<file path="config.mk">
export PLATFORM = sky130hd
export DESIGN_NAME = usb_uart_readback_tx
export DESIGN_NICKNAME = d
export VERILOG_FILES = /design/src/rtl/usb_uart_readback_tx.sv
export SDC_FILE = /design/constraint.sdc
export NUM_CORES = 1
export LEC_CHECK = 0
export ABC_AREA = 1
export ABC_CLOCK_PERIOD_IN_PS = 6400
export CORE_ASPECT_RATIO = 1.25
export CORE_MARGIN = 2
export CORE_UTILIZATION = 30
export CTS_CLUSTER_SIZE = 30
export DETAILED_ROUTE_END_ITERATION = 7
export PLACE_DENSITY_LB_ADDON = 0.05
export SETUP_SLACK_MARGIN = 0.1
export SLEW_MARGIN = 20
export SYNTH_ARGS = -nofsm -noshare
export SYNTH_HDL_FRONTEND = slang
export SYNTH_SLANG_ARGS = --single-unit
export TNS_END_PERCENT = 100
</file>
<file path="constraint.sdc">
create_clock -name clk_i -period 6.4 [get_ports clk_i]
set_input_delay 1.28 -clock clk_i [delete_from_list [all_inputs] [get_ports clk_i]]
set_output_delay 1.28 -clock clk_i [all_outputs]
set_load 0.02 [all_outputs]
</file>
<file path="src/rtl/usb_uart_readback_tx.sv">
// Fabric-to-host readback path: buffers 32-bit words in a FIFO and sends them
// to the host as framed byte streams: 00 AA FF TAG N <payload MSB-first> XOR.
module usb_uart_readback_tx #(
  parameter int unsigned FIFO_DEPTH_LOG2 = 4,
  parameter int unsigned FRAME_WORDS     = 8,
  parameter logic [7:0]  TAG             = 8'h03
) (
  input  logic                       clk_i,
  input  logic                       reset_n_i,
  input  logic [31:0]                word_data_i,
  input  logic                       word_valid_i,
  output logic                       word_ready_o,
  input  logic                       flush_i,
  output logic [7:0]                 in_data_o,
  output logic                       in_valid_o,
  input  logic                       in_ready_i,
  output logic [FIFO_DEPTH_LOG2:0]   fifo_level_o,
  output logic                       busy_o
);

  localparam int unsigned Depth = 2 ** FIFO_DEPTH_LOG2;
  localparam int unsigned LvlW  = FIFO_DEPTH_LOG2 + 1;

  typedef enum logic [2:0] {StIdle, StHdr, StLen, StPay, StCsum} state_e;

  logic [31:0]                mem_q [Depth];
  logic [FIFO_DEPTH_LOG2-1:0] wr_ptr_q, rd_ptr_q, rd_ptr_nxt;
  logic [LvlW-1:0]            level_q;
  state_e                     state_q, state_d;
  logic                       flush_q, flush_d;
  logic [7:0]                 n_q, n_d, word_cnt_q, word_cnt_d;
  logic [1:0]                 byte_cnt_q, byte_cnt_d;
  logic [7:0]                 csum_q, csum_d, data_q, data_d;
  logic                       valid_q, valid_d;
  logic                       push, pop, accept, launch, lvl_ge_frame;
  logic [31:0]                head_word, next_word;

  function automatic logic [7:0] hdr_byte(input logic [1:0] idx);
    case (idx)
      2'd0:    hdr_byte = 8'h00;
      2'd1:    hdr_byte = 8'hAA;
      2'd2:    hdr_byte = 8'hFF;
      default: hdr_byte = TAG;
    endcase
  endfunction

  function automatic logic [7:0] word_byte(input logic [31:0] w, input logic [1:0] idx);
    case (idx)
      2'd0:    word_byte = w[31:24];
      2'd1:    word_byte = w[23:16];
      2'd2:    word_byte = w[15:8];
      default: word_byte = w[7:0];
    endcase
  endfunction

  assign word_ready_o = (level_q != LvlW'(Depth));
  assign push         = word_valid_i && word_ready_o;
  assign accept       = valid_q && in_ready_i;
  // The word leaves the FIFO only once its last byte is taken by the host.
  assign pop          = accept && (state_q == StPay) && (byte_cnt_q == 2'd3);
  assign rd_ptr_nxt   = rd_ptr_q + FIFO_DEPTH_LOG2'(1);
  assign head_word    = mem_q[rd_ptr_q];
  assign next_word    = mem_q[rd_ptr_nxt];
  assign lvl_ge_frame = (32'(level_q) >= FRAME_WORDS);
  assign launch       = (state_q == StIdle) && (lvl_ge_frame || (flush_q && (level_q != '0)));

  assign in_data_o    = data_q;
  assign in_valid_o   = valid_q;
  assign fifo_level_o = level_q;
  assign busy_o       = (state_q != StIdle);

  // Word storage; contents need no reset since pointers define validity.
  always_ff @(posedge clk_i) begin
    if (push) mem_q[wr_ptr_q] <= word_data_i;
  end

  // FIFO pointers and occupancy.
  always_ff @(posedge clk_i or negedge reset_n_i) begin
    if (!reset_n_i) begin
      wr_ptr_q <= '0;
      rd_ptr_q <= '0;
      level_q  <= '0;
    end else begin
      if (push) wr_ptr_q <= wr_ptr_q + FIFO_DEPTH_LOG2'(1);
      if (pop)  rd_ptr_q <= rd_ptr_nxt;
      if (push && !pop)      level_q <= level_q + LvlW'(1);
      else if (!push && pop) level_q <= level_q - LvlW'(1);
    end
  end

  // Framer next-state and output-register logic.
  always_comb begin
    state_d    = state_q;
    flush_d    = flush_q | flush_i;
    n_d        = n_q;
    word_cnt_d = word_cnt_q;
    byte_cnt_d = byte_cnt_q;
    csum_d     = csum_q;
    data_d     = data_q;
    valid_d    = valid_q;
    unique case (state_q)
      StIdle: begin
        valid_d = 1'b0;
        if (launch) begin
          n_d        = lvl_ge_frame ? 8'(FRAME_WORDS) : 8'(level_q);
          csum_d     = 8'h00;
          byte_cnt_d = 2'd0;
          data_d     = hdr_byte(2'd0);
          valid_d    = 1'b1;
          state_d    = StHdr;
          flush_d    = flush_i;
        end else if (level_q == '0) begin
          // Nothing to send: a pending flush is dropped.
          flush_d = flush_i;
        end
      end
      StHdr: begin
        if (accept) begin
          if (byte_cnt_q == 2'd3) begin
            state_d = StLen;
            data_d  = n_q;
          end else begin
            byte_cnt_d = byte_cnt_q + 2'd1;
            data_d     = hdr_byte(byte_cnt_q + 2'd1);
          end
        end
      end
      StLen: begin
        if (accept) begin
          state_d    = StPay;
          word_cnt_d = 8'd0;
          byte_cnt_d = 2'd0;
          data_d     = head_word[31:24];
        end
      end
      StPay: begin
        if (accept) begin
          csum_d = csum_q ^ data_q;
          if (byte_cnt_q != 2'd3) begin
            byte_cnt_d = byte_cnt_q + 2'd1;
            data_d     = word_byte(head_word, byte_cnt_q + 2'd1);
          end else if (word_cnt_q == n_q - 8'd1) begin
            state_d = StCsum;
            data_d  = csum_q ^ data_q;
          end else begin
            // Head is popped on this edge, so the following word is the next entry.
            word_cnt_d = word_cnt_q + 8'd1;
            byte_cnt_d = 2'd0;
            data_d     = next_word[31:24];
          end
        end
      end
      StCsum: begin
        if (accept) begin
          state_d = StIdle;
          valid_d = 1'b0;
        end
      end
      default: begin
        state_d = StIdle;
        valid_d = 1'b0;
      end
    endcase
  end

  // Framer state and output registers.
  always_ff @(posedge clk_i or negedge reset_n_i) begin
    if (!reset_n_i) begin
      state_q    <= StIdle;
      flush_q    <= 1'b0;
      n_q        <= 8'd0;
      word_cnt_q <= 8'd0;
      byte_cnt_q <= 2'd0;
      csum_q     <= 8'd0;
      data_q     <= 8'd0;
      valid_q    <= 1'b0;
    end else begin
      state_q    <= state_d;
      flush_q    <= flush_d;
      n_q        <= n_d;
      word_cnt_q <= word_cnt_d;
      byte_cnt_q <= byte_cnt_d;
      csum_q     <= csum_d;
      data_q     <= data_d;
      valid_q    <= valid_d;
    end
  end

endmodule

</file>
==> metrics.cfg <==
[outcome]
status=finished clean

[logic_synthesis]
synth_top_area_cell=edfxtp_1
synth_fa_ha_area_share_pct=0.9015
synth_simple_gate_area_share_pct=25.68
yosysUniqueCellTypes=43
yosysWarningCount=0
synth_nets=2652
synth.area.top_cells=edfxtp_1, nand2_1, nand3_1
synth_mux_area_share_pct=0.04362
yosysTopAreaCellShare_pct=59.56
synth_top_family_by_area=simple AND/OR/NAND/NOR gates
avgSynthCellArea_um2=9.941
synth_compound_area_share_pct=3.005
syn-cell-area_um2=25820
syn_inst=2597
synthXorXnorAreaFrac_pct=0.6446
ys_seq_area_share_pct=64.30
ys_seq_elements=561

[cts]
cts_setup_buffers=0
clkTransAtPathRegs_ns=0.06
clk_path_buf_depth=3
clkSinkCount=561
numCtsBuffers=67
cts_tree=done
clk_latency_ns=0.62
htree_levels=3
ctsHoldBuffers=0
clock-root-buffer=clkbuf_16
cts_resized=0

[floorplan]
die_area_um2=88430
die_h_um=332.0
io_pins=53
initial_core_util_pct=30.22
core_area_um2=85430
fp-row-count=120
die_w_um=266.4

[critical_path]
cp-end-kind=register
rr_startpoint=rd_ptr_q[0]
crit_required_ns=6.95
crit_type=reg -> reg
rr_endpoint=in_data_o[7]
r2r_slack_ns=2.77
worstSetupEndpoint=in_data_o[7]
worst_setup_path_start_kind=register
path_max_fanout=56
crit_start=rd_ptr_q[0]
arrival_ns=4.18
ff2ff_path_depth=14

[sta]
timing.slew.headroom_pct=30.01
maxSlewViolCount=0
rsz0062_at_grt=false
hold_violations=0
setup_tns_ns=0
fin_crit_sh_pct=56.66
max_freq_ghz=0.2758
min_period_ns=3.626
setup_viol=0
fin_skew_ns=0.02120
tightest_slew_ns=1.050
fin_ws_ns=2.774

[power]
swShare_pct=36.77
finalPower_mw=12.10
power.switching_mw=4.449
power_frac_seq_pct=39.1
total_leakage_power_nw=11.64
p_clk_share_pct=31.2
comb_power_share_pct=29.7
ir_drop_mv=0.1693
power_density_nw_per_um2=408.7
internal-power_mw=7.651

[grt]
grt_max_degree=141
grt_pass1_vias=18367
grt_use_total_pct=19.39
antenna_found_initial=3
grt.overflow.total=0
grt_pass1_wl_um=125600

[routing]
wl_met2_um=41590
routed_wl_um=85280
topRoutingLayerUsed=met5
wl_met3_um=3346
avgRoutedWirePerCell_um=22.61
first_pass_iters=5
drc_errors=0
vias_per_cell=4.885
antenna_left=0
wl_met1_um=37470
drtIter0Drc=1274
vias=18426

[worst_hold_path]
hold_class=reg -> reg

[place]
place_ws_ns=2.215
port_buffers=52
gp_congestion=0.8184
hpwlAfterDp_um=51250
place_inst=3651
dpl_cell_area_um2=27470

[job]
drv_cap=0

[layout]
final_cell_count_no_fill=3772
area_growth_pct=14.67
drive_above_1_share_pct=8.081
fillers=8618
fin_area_um2=29600
fin_nets=2677

==> power groups by stage <==
stage	logic (mW)	registers [mW]	clock network (mW)
after floorplan	2.29	4.74	0
after global placement	3.65	4.80	0
after detailed placement	3.66	4.81	0
after CTS	3.68	4.73	3.89
after global routing	3.99	4.77	4.01
final	3.60	4.73	3.77
==> area by class of cell <==
type	count	area (um2)	area share, %
tap	1098	1374	4.641
inverter	169	658.1	2.223
sequential	561	16610	56.11
multi-input combinational	1730	7935	26.80
clock inverter	36	365.4	1.234
clock buffer	84	1762	5.951
timing repair buffer	93	895.9	3.026
antenna	1	2.502	0.008453
==> layer usage <==
layer,vias to the layer above,global-route usage (%)
met5,-,0
met4,2,7.614
met3,119,2.484
met2,433,32.65
met1,9095,25.23
li1,8777,-
==> kinds of logic (layout without fill, tap and decap cells) <==
kind of cell,count (synthesis),count (layout)
compound gates,138,138
fa+ha+maj,18,18
other cells,0,1
xor+xnor,19,19
simple gates,1554,1554
mux,1,1
buf+inv,306,382
flops,561,561
==> sequential cells by signal (all words and copies together) (netlist names), 2 cells and up <==
name,cells
fifo_level_o,5
rd_ptr_q,4
wr_ptr_q,4
state_q,3
n_q,5
byte_cnt_q,2
in_data_o,8
csum_q,8
word_cnt_q,8
mem_q,512
==> stage by stage <==
stage | util [%] | hold slack [ns]
5_1_grt | 34.65 | 0.5610
2_1_floorplan | - | 0.4475
4_1_cts | 34.65 | 0.5297
6_report | 34.65 | 0.5334
3_3_place_gp | 32.06 | 0.5191
3_5_place_dp | 32.16 | 0.5106
==> critical path: stages (launching register included) <==
cell and delay (ns):
dfrtp_4 0.89, buf_4 0.69, buf_4 0.58, nand2_1 0.12, nand2_1 0.12, nand2_1 0.05
nand3_1 0.11, nand3_1 0.13, nand2_1 0.17, nand2_1 0.07, nand2_1 0.20, o21ai_1 0.12
nand2_1 0.10, nand2_1 0.06, nand2_1 0.06
==> placed cells by master, fill, tap and decap left out, types with 11 or more instances in the layout <==
cell type        count
buf_4               37
clkdlybuf4s50_1     51
dfrtp_1             45
o21ai_1             49
clkbuf_1            16
nand2_1            933
clkinv_1            17
edfxtp_1           512
or2_2               11
nor2_4              20
inv_2               14
nand3_1            424
nor2_1             117
nand4_1             14
o21ai_0             44
inv_1              149
a21oi_1             28
ha_1                17
clkbuf_16           68
==> worst min-delay path by stage <==
| stage | from | to | cells past startpoint | slack (ns) |
|---|---|---|---|---|
| 3_5_place_dp | flush_q | flush_q | 1 | 0.51 |
| 6_report | flush_q | flush_q | 1 | 0.53 |
| 5_1_grt | flush_q | flush_q | 1 | 0.56 |
| 3_3_place_gp | flush_q | flush_q | 1 | 0.52 |
| 2_1_floorplan | flush_q | flush_q | 1 | 0.45 |
| 4_1_cts | flush_q | flush_q | 1 | 0.53 |
==> cell usage after synthesis (all sizes together) <==
library cell / n
clkinv: 2
inv: 166
a21oi: 29
mux2: 1
bufinv: 1
edfxtp: 512
ha: 17
nor4: 1
o21ai: 94
or2: 16
nand4: 14
nor2: 145
a21boi: 1
clkbuf: 22
dfrtp: 49
fa: 1
nand3: 426
buf: 115
o31ai: 3
a21o: 2
and2: 1
nand2: 949
o2111ai: 1
o211ai: 8
nor3: 2
xor2: 10
xnor2: 9
No activity file was read; power rests on OpenSTA's default activity.
